**src/rtl/uart_pkg.sv**
```systemverilog
// Types, frame constants and helpers shared by the UART transmit and receive paths.
package uart_pkg;

  typedef enum logic [1:0] {
    PAR_NONE0 = 2'b00,
    PAR_ODD   = 2'b01,
    PAR_EVEN  = 2'b10,
    PAR_NONE3 = 2'b11
  } parity_e;

  typedef enum logic [1:0] {
    B2400  = 2'b00,
    B4800  = 2'b01,
    B9600  = 2'b10,
    B19200 = 2'b11
  } baud_e;

  typedef enum logic [2:0] {
    IDLE,
    START,
    DATA,
    PARITY,
    STOP
  } tx_state_e;

  localparam int FRAME_BITS = 11;

  typedef struct packed {
    logic [7:0] data;
    parity_e    par;
    baud_e      baud;
  } tx_req_t;

  function automatic int unsigned baud_div(input int unsigned clk_freq, input baud_e b);
    case (b)
      B2400:   return clk_freq / 2400;
      B4800:   return clk_freq / 4800;
      B9600:   return clk_freq / 9600;
      default: return clk_freq / 19200;
    endcase
  endfunction

  // "None" still occupies the parity slot, driven as a mark.
  function automatic logic parity_bit(input logic [7:0] d, input parity_e p);
    case (p)
      PAR_ODD:  return ~^d;
      PAR_EVEN: return ^d;
      default:  return 1'b1;
    endcase
  endfunction

endpackage

```
**src/rtl/uart_tx_unit_if.sv**
```systemverilog
// Byte handshake and serial-line status bundle between a byte source and uart_tx_unit.
interface uart_tx_unit_if;
  import uart_pkg::*;

  logic       tx_valid;
  logic [7:0] data_in;
  parity_e    parity_type;
  baud_e      baud_rate;
  logic       tx_ready;
  logic       data_tx;
  logic       active_flag;
  logic       done_flag;

  modport master (
    output tx_valid, data_in, parity_type, baud_rate,
    input  tx_ready, data_tx, active_flag, done_flag
  );

  modport slave (
    input  tx_valid, data_in, parity_type, baud_rate,
    output tx_ready, data_tx, active_flag, done_flag
  );
endinterface

```
**src/rtl/uart_tx_baud_tick.sv**
```systemverilog
// Bit-period counter: counts 0..DIV-1 while running, bit_end marks the last clock of a bit.
module uart_tx_baud_tick #(
  parameter int DIV_W = 16
) (
  input  logic             clock,
  input  logic             reset,
  input  logic             clear,
  input  logic             run,
  input  logic [DIV_W-1:0] div_in,
  output logic             bit_end
);

  logic [DIV_W-1:0] cnt_q, cnt_d;
  logic [DIV_W-1:0] div_q, div_d;

  // bit_end must not depend on clear: a reload at the end of STOP is itself triggered by bit_end.
  always_comb begin
    div_d   = clear ? div_in : div_q;
    bit_end = run && (cnt_q == div_q - DIV_W'(1));
    if (clear || !run || bit_end) cnt_d = '0;
    else                          cnt_d = cnt_q + DIV_W'(1);
  end

  always_ff @(posedge clock) begin
    if (reset) begin
      cnt_q <= '0;
      div_q <= '0;
    end else begin
      cnt_q <= cnt_d;
      div_q <= div_d;
    end
  end

endmodule

```
**src/rtl/uart_tx_unit.sv**
```systemverilog
// UART transmitter: 11-bit frame (start, D0..D7, parity, stop), LSB first.
// UART_TX_HOLD_EN adds a one-entry holding register so frames can run back-to-back.
module uart_tx_unit
  import uart_pkg::*;
#(
  parameter int unsigned CLK_FREQ = 50_000_000
) (
  input logic           clock,
  input logic           reset,
  uart_tx_unit_if.slave tx_if
);

  localparam int DIV_W = $clog2(baud_div(CLK_FREQ, B2400) + 1);

  if (baud_div(CLK_FREQ, B19200) < 2) begin : g_div_chk
    $fatal(1, "uart_tx_unit: CLK_FREQ too low, bit divisor below 2");
  end

  function automatic logic [DIV_W-1:0] div_of(input baud_e b);
    return DIV_W'(baud_div(CLK_FREQ, b));
  endfunction

  tx_state_e  state_q, state_d;
  logic [7:0] shift_q, shift_d;
  logic       par_q, par_d;
  logic [2:0] idx_q, idx_d;
  logic       data_tx_q, data_tx_d;
  logic       tx_ready, accept, load, bit_end;
  tx_req_t    in_req, req;

`ifdef UART_TX_HOLD_EN
  tx_req_t hold_q, hold_d;
  logic    hold_full_q, hold_full_d;
  assign tx_ready = !hold_full_q;
`else
  assign tx_ready = (state_q == IDLE);
`endif

  uart_tx_baud_tick #(.DIV_W(DIV_W)) u_tick (
    .clock   (clock),
    .reset   (reset),
    .clear   (load),
    .run     (state_q != IDLE),
    .div_in  (div_of(req.baud)),
    .bit_end (bit_end)
  );

  always_comb begin
    state_d = state_q;
    shift_d = shift_q;
    par_d   = par_q;
    idx_d   = idx_q;
    load    = 1'b0;
    in_req  = '{data: tx_if.data_in, par: tx_if.parity_type, baud: tx_if.baud_rate};
    req     = in_req;
    accept  = tx_if.tx_valid && tx_ready;
`ifdef UART_TX_HOLD_EN
    hold_d      = hold_q;
    hold_full_d = hold_full_q;
`endif
    case (state_q)
      IDLE: begin
`ifdef UART_TX_HOLD_EN
        if (hold_full_q) begin
          load        = 1'b1;
          req         = hold_q;
          hold_full_d = 1'b0;
        end else if (accept) begin
          load = 1'b1;
        end
`else
        if (accept) load = 1'b1;
`endif
      end
      START: if (bit_end) begin
        state_d = DATA;
        idx_d   = 3'd0;
      end
      DATA: if (bit_end) begin
        shift_d = {1'b1, shift_q[7:1]};
        idx_d   = idx_q + 3'd1;
        if (idx_q == 3'd7) state_d = PARITY;
      end
      PARITY: if (bit_end) state_d = STOP;
      STOP: if (bit_end) begin
        state_d = IDLE;
`ifdef UART_TX_HOLD_EN
        if (hold_full_q) begin
          load        = 1'b1;
          req         = hold_q;
          hold_full_d = 1'b0;
        end
`endif
      end
      default: state_d = IDLE;
    endcase
`ifdef UART_TX_HOLD_EN
    // Bytes accepted while shifting park in the holding register; a same-cycle drain keeps the new byte.
    if (accept && state_q != IDLE) begin
      hold_d      = in_req;
      hold_full_d = 1'b1;
    end
`endif
    if (load) begin
      state_d = START;
      shift_d = req.data;
      par_d   = parity_bit(req.data, req.par);
      idx_d   = 3'd0;
    end
    case (state_d)
      START:   data_tx_d = 1'b0;
      DATA:    data_tx_d = shift_d[0];
      PARITY:  data_tx_d = par_d;
      default: data_tx_d = 1'b1;
    endcase
  end

  always_ff @(posedge clock) begin
    if (reset) begin
      state_q     <= IDLE;
      shift_q     <= '0;
      par_q       <= 1'b1;
      idx_q       <= '0;
      data_tx_q   <= 1'b1;
`ifdef UART_TX_HOLD_EN
      hold_q      <= '0;
      hold_full_q <= 1'b0;
`endif
    end else begin
      state_q     <= state_d;
      shift_q     <= shift_d;
      par_q       <= par_d;
      idx_q       <= idx_d;
      data_tx_q   <= data_tx_d;
`ifdef UART_TX_HOLD_EN
      hold_q      <= hold_d;
      hold_full_q <= hold_full_d;
`endif
    end
  end

  assign tx_if.tx_ready    = tx_ready;
  assign tx_if.data_tx     = data_tx_q;
  assign tx_if.active_flag = (state_q != IDLE);
  assign tx_if.done_flag   = (state_q == STOP) && bit_end;

endmodule

```
**src/flat_wrapper.sv**
```systemverilog
// flat-port wrapper written by rule: the top's interface ports become plain ports
module uart_tx_unit_flat import uart_pkg::*;
#(
  parameter int unsigned CLK_FREQ = 50_000_000
)
  (clock, reset, tx_if_tx_valid, tx_if_data_in, tx_if_parity_type, tx_if_baud_rate, tx_if_tx_ready, tx_if_data_tx, tx_if_active_flag, tx_if_done_flag);
  uart_tx_unit_if tx_if_i ();
  input logic clock;
  input logic reset;
  input wire logic [$bits(tx_if_i.tx_valid)-1:0] tx_if_tx_valid;
  input wire logic [$bits(tx_if_i.data_in)-1:0] tx_if_data_in;
  input wire logic [$bits(tx_if_i.parity_type)-1:0] tx_if_parity_type;
  input wire logic [$bits(tx_if_i.baud_rate)-1:0] tx_if_baud_rate;
  output wire logic [$bits(tx_if_i.tx_ready)-1:0] tx_if_tx_ready;
  output wire logic [$bits(tx_if_i.data_tx)-1:0] tx_if_data_tx;
  output wire logic [$bits(tx_if_i.active_flag)-1:0] tx_if_active_flag;
  output wire logic [$bits(tx_if_i.done_flag)-1:0] tx_if_done_flag;
  assign tx_if_i.tx_valid = tx_if_tx_valid;
  assign tx_if_i.data_in = tx_if_data_in;
  assign tx_if_i.parity_type = tx_if_parity_type;
  assign tx_if_i.baud_rate = tx_if_baud_rate;
  assign tx_if_tx_ready = tx_if_i.tx_ready;
  assign tx_if_data_tx = tx_if_i.data_tx;
  assign tx_if_active_flag = tx_if_i.active_flag;
  assign tx_if_done_flag = tx_if_i.done_flag;
  uart_tx_unit #(.CLK_FREQ(CLK_FREQ)) u_core (.clock(clock), .reset(reset), .tx_if(tx_if_i));
endmodule
```
**config.mk**
```make
export PLATFORM = sky130hd
export DESIGN_NAME = uart_tx_unit_flat
export DESIGN_NICKNAME = d
export VERILOG_FILES = /design/src/rtl/uart_pkg.sv /design/src/rtl/uart_tx_unit_if.sv /design/src/rtl/uart_tx_baud_tick.sv /design/src/rtl/uart_tx_unit.sv /design/src/flat_wrapper.sv
export SDC_FILE = /design/constraint.sdc
export NUM_CORES = 1
export LEC_CHECK = 0
export CORE_MARGIN = 2
export CORE_UTILIZATION = 45
export DETAILED_ROUTE_END_ITERATION = 16
export PLACE_DENSITY_LB_ADDON = 0.2
export SYNTH_ARGS = -nofsm -noshare
export SYNTH_HDL_FRONTEND = slang
export SYNTH_SLANG_ARGS = --single-unit
export TNS_END_PERCENT = 30
```
**constraint.sdc**
```tcl
create_clock -name clock -period 4.75 [get_ports clock]
set_input_delay 0.95 -clock clock [delete_from_list [all_inputs] [get_ports clock]]
set_output_delay 0.95 -clock clock [all_outputs]
set_load 0.005 [all_outputs]
```
==> impl_metrics.env <==
export IMPL_syn_inst=285
export IMPL_antenna_cells=0
export IMPL_clkSinkCount=40
export IMPL_avgSynthCellArea_sq_um=8.49
export IMPL_hold_violations=0
export IMPL_num_vias=1980
export IMPL_hold_ws_ps=493
export IMPL_total_power_uw=793
export IMPL_final_cells=372
export IMPL_fp_dieH_um=77.4
export IMPL_outcome="finished, final reports clean"
export IMPL_grt_pass1_vias=1930
export IMPL_critical_path_arrival_ps=3380
export IMPL_synth_seq_cells=40
export IMPL_yosysSeqAreaShare=0.331
export IMPL_design_die_area_sq_um=5980
export IMPL_setup_worst_path_start_class="register"
export IMPL_grt_max_degree=25
export IMPL_ios=19
export IMPL_maxCapViolCount=0
export IMPL_post_cts_resized=0
export IMPL_hpwl_mm=3.79
export IMPL_cts_hold_buffers=0
export IMPL_synth_net_count=311
export IMPL_drtPass1Iterations=4
export IMPL_place_ws_ps=788
export IMPL_drt_wirelength_per_cell_um=13.8
export IMPL_antenna_left=0
export IMPL_cts_root_buffer="clkbuf_8"
export IMPL_finClkSkew_ps=8.23
export IMPL_setup_tns_ps=0
export IMPL_avgViaCountPerCell=5.32
export IMPL_synthMostInstantiatedCell="dfxtp_1"
export IMPL_dieWidth_um=77.4
export IMPL_leakagePower_nw=0.975
export IMPL_io_buffers=18
export IMPL_hold_path_class="register to register"
export IMPL_rsz0062_at_grt="false"
export IMPL_slew_violations=0
export IMPL_yosysTopAreaCell="dfxtp_1"
export IMPL_post_route_cells_drive_above_1_share=0.119
export IMPL_synth_top_cells_by_count="40 x dfxtp_1, 32 x nand2_1, 24 x nor2_1"
export IMPL_utilization=0.537
export IMPL_slew_headroom=0.395
export IMPL_peakVddDrop_v=0.000154
export IMPL_worst_setup_path_type="register to output pin"
export IMPL_postCtsSetupBuffers=0
export IMPL_yosysUniqueCellTypes=53
export IMPL_rows=26
export IMPL_synth_edf_count=0
export IMPL_netlist_area_sq_um=2420
export IMPL_grt_remaining_overflow=0
export IMPL_finalCriticalPeriod_ps=4330
export IMPL_worst_pin_slew_ps=904
export IMPL_setup_ws_ps=421
export IMPL_cp_slowest_cell="clkdlybuf4s50_1"
export IMPL_routed_wl_mm=5.14
export IMPL_synth_top_area_share=0.331
export IMPL_cts_tree="done"
export IMPL_area_growth_pct=13.9
export IMPL_grt_pass1_wl_mm=8.93
export IMPL_clk_path_buf_depth=2
export IMPL_async_reset_ff_frac=0
export IMPL_period_share=0.911
export IMPL_cts_buffers=5
export IMPL_antenna_found_initial=0
export IMPL_power_density_nw_per_um2=288
export IMPL_fin_nets=327
export IMPL_stdcell_area_sq_um=2760
export IMPL_worstPathCellList="inv_1 > ha_1 > or3b_2 > a22oi_1 > o2111ai_1 > or3_4 > or2_4 > nor3_1 > clkdlybuf4s50_1"
export IMPL_grt_usage=0.186
export IMPL_ys_flop_type="dfxtp_1"
export IMPL_gp_congestion=0.929
export IMPL_synth_area_leaders="dfxtp_1 33%, xnor2_1 6.9%, ha_1 5.7%"
export IMPL_initial_utilization=0.471
export IMPL_cp_required_ps=3800
export IMPL_design_core_area_sq_um=5140
export IMPL_clk_pin_slew_ps=80
export IMPL_drt_iter0_drc=92
export IMPL_fmax_mhz=231
export IMPL_remaining_drc_errors=0
export IMPL_dp_cells=364
export IMPL_worstSkewPairLatency_ps=300
export IMPL_htree_levels=2
export IMPL_place_area_sq_um=2630
export IMPL_setup_violations=0
export IMPL_worstPathMaxFanout=10
export IMPL_end_kind="output pin"
export IMPL_max_stage_delay_ps=540
export IMPL_yosysWarnings=0
==> final timing paths <==
check | from | end | slack [ps] | cells after the start
worst max-delay path | u_core.u_tick.div_q[8] | tx_if_done_flag | 420 | 9
worst min-delay path | u_core.idx_q[2] | u_core.idx_q[2] | 490 | 1
worst max register to register | u_core.u_tick.div_q[8] | u_core.idx_q[0] | 1530 | 10
worst min register to register | u_core.idx_q[2] | u_core.idx_q[2] | 490 | 1
==> sequential cells by signal, summed over array words and instances, names as in the netlist <==
| signal | cells |
|---|---|
| u_core.u_tick.cnt_q | 15 |
| u_core.u_tick.div_q | 9 |
| u_core.shift_q | 8 |
| u_core.idx_q | 3 |
| u_core.state_q | 3 |
| u_core.par_q | 1 |
| u_core.tx_if.data_tx | 1 |
==> cell usage in the layout, fill, tap and decap left out, types with 4 or more instances in the layout <==
cell             netlist  layout
clkbuf_8               0       7
xor2_1                11      11
nand2_1               32      32
ha_1                  11      11
a21oi_1               22      22
a31oi_1                4       4
nand3_1                7       7
clkdlybuf4s50_1        0      18
o21ai_0                4       4
nor2_4                 8       8
dfxtp_1               40      40
inv_1                 14      14
xnor2_1               19      19
nor2b_1                4       4
nor3_1                14      14
a22oi_1                7       7
nor2_1                24      24
==> report_power, final <==
part / switching (mW) / internal, mW / total [mW]
clock network: 0.119 / 0.185 / 0.305
registers: 0.0143 / 0.346 / 0.361
logic: 0.0674 / 0.0603 / 0.128
total: 0.201 / 0.592 / 0.793
==> logic make-up after synthesis <==
kind of cell / share of synthesized area
compound gates: 0.161
xor+xnor: 0.109
fa+ha+maj: 0.0568
buf+inv: 0.0486
flops: 0.331
mux: 0.00879
simple gates: 0.286
==> critical path: cells and delay by family, from the launching register on <==
| kind | cells | cell delay, ps |
|---|---|---|
| fa+ha+maj | 1 | 350 |
| compound gates | 2 | 330 |
| flops | 1 | 400 |
| buf+inv | 2 | 690 |
| simple gates | 4 | 1300 |
==> cell type report <==
| class | count | area [sq um] |
|---|---|---|
| fill | 517 | 2380 |
| multi-input combinational | 221 | 1500 |
| sequential | 40 | 801 |
| timing repair buffer | 19 | 188 |
| clock buffer | 7 | 96.3 |
| tap | 70 | 87.6 |
| inverter | 14 | 52.6 |
| clock inverter | 1 | 30.0 |
==> per-layer routing <==
layer / track usage / vias to the layer above / wire length [um]
met3: 0.0384 / 12 / 194
met4: 0.0732 / 0 / 96
met5: 0 / - / 0
met1: 0.236 / 907 / 2410
met2: 0.309 / 34 / 2450
li1: - / 1027 / -
No activity file was read; power rests on OpenSTA's default activity.
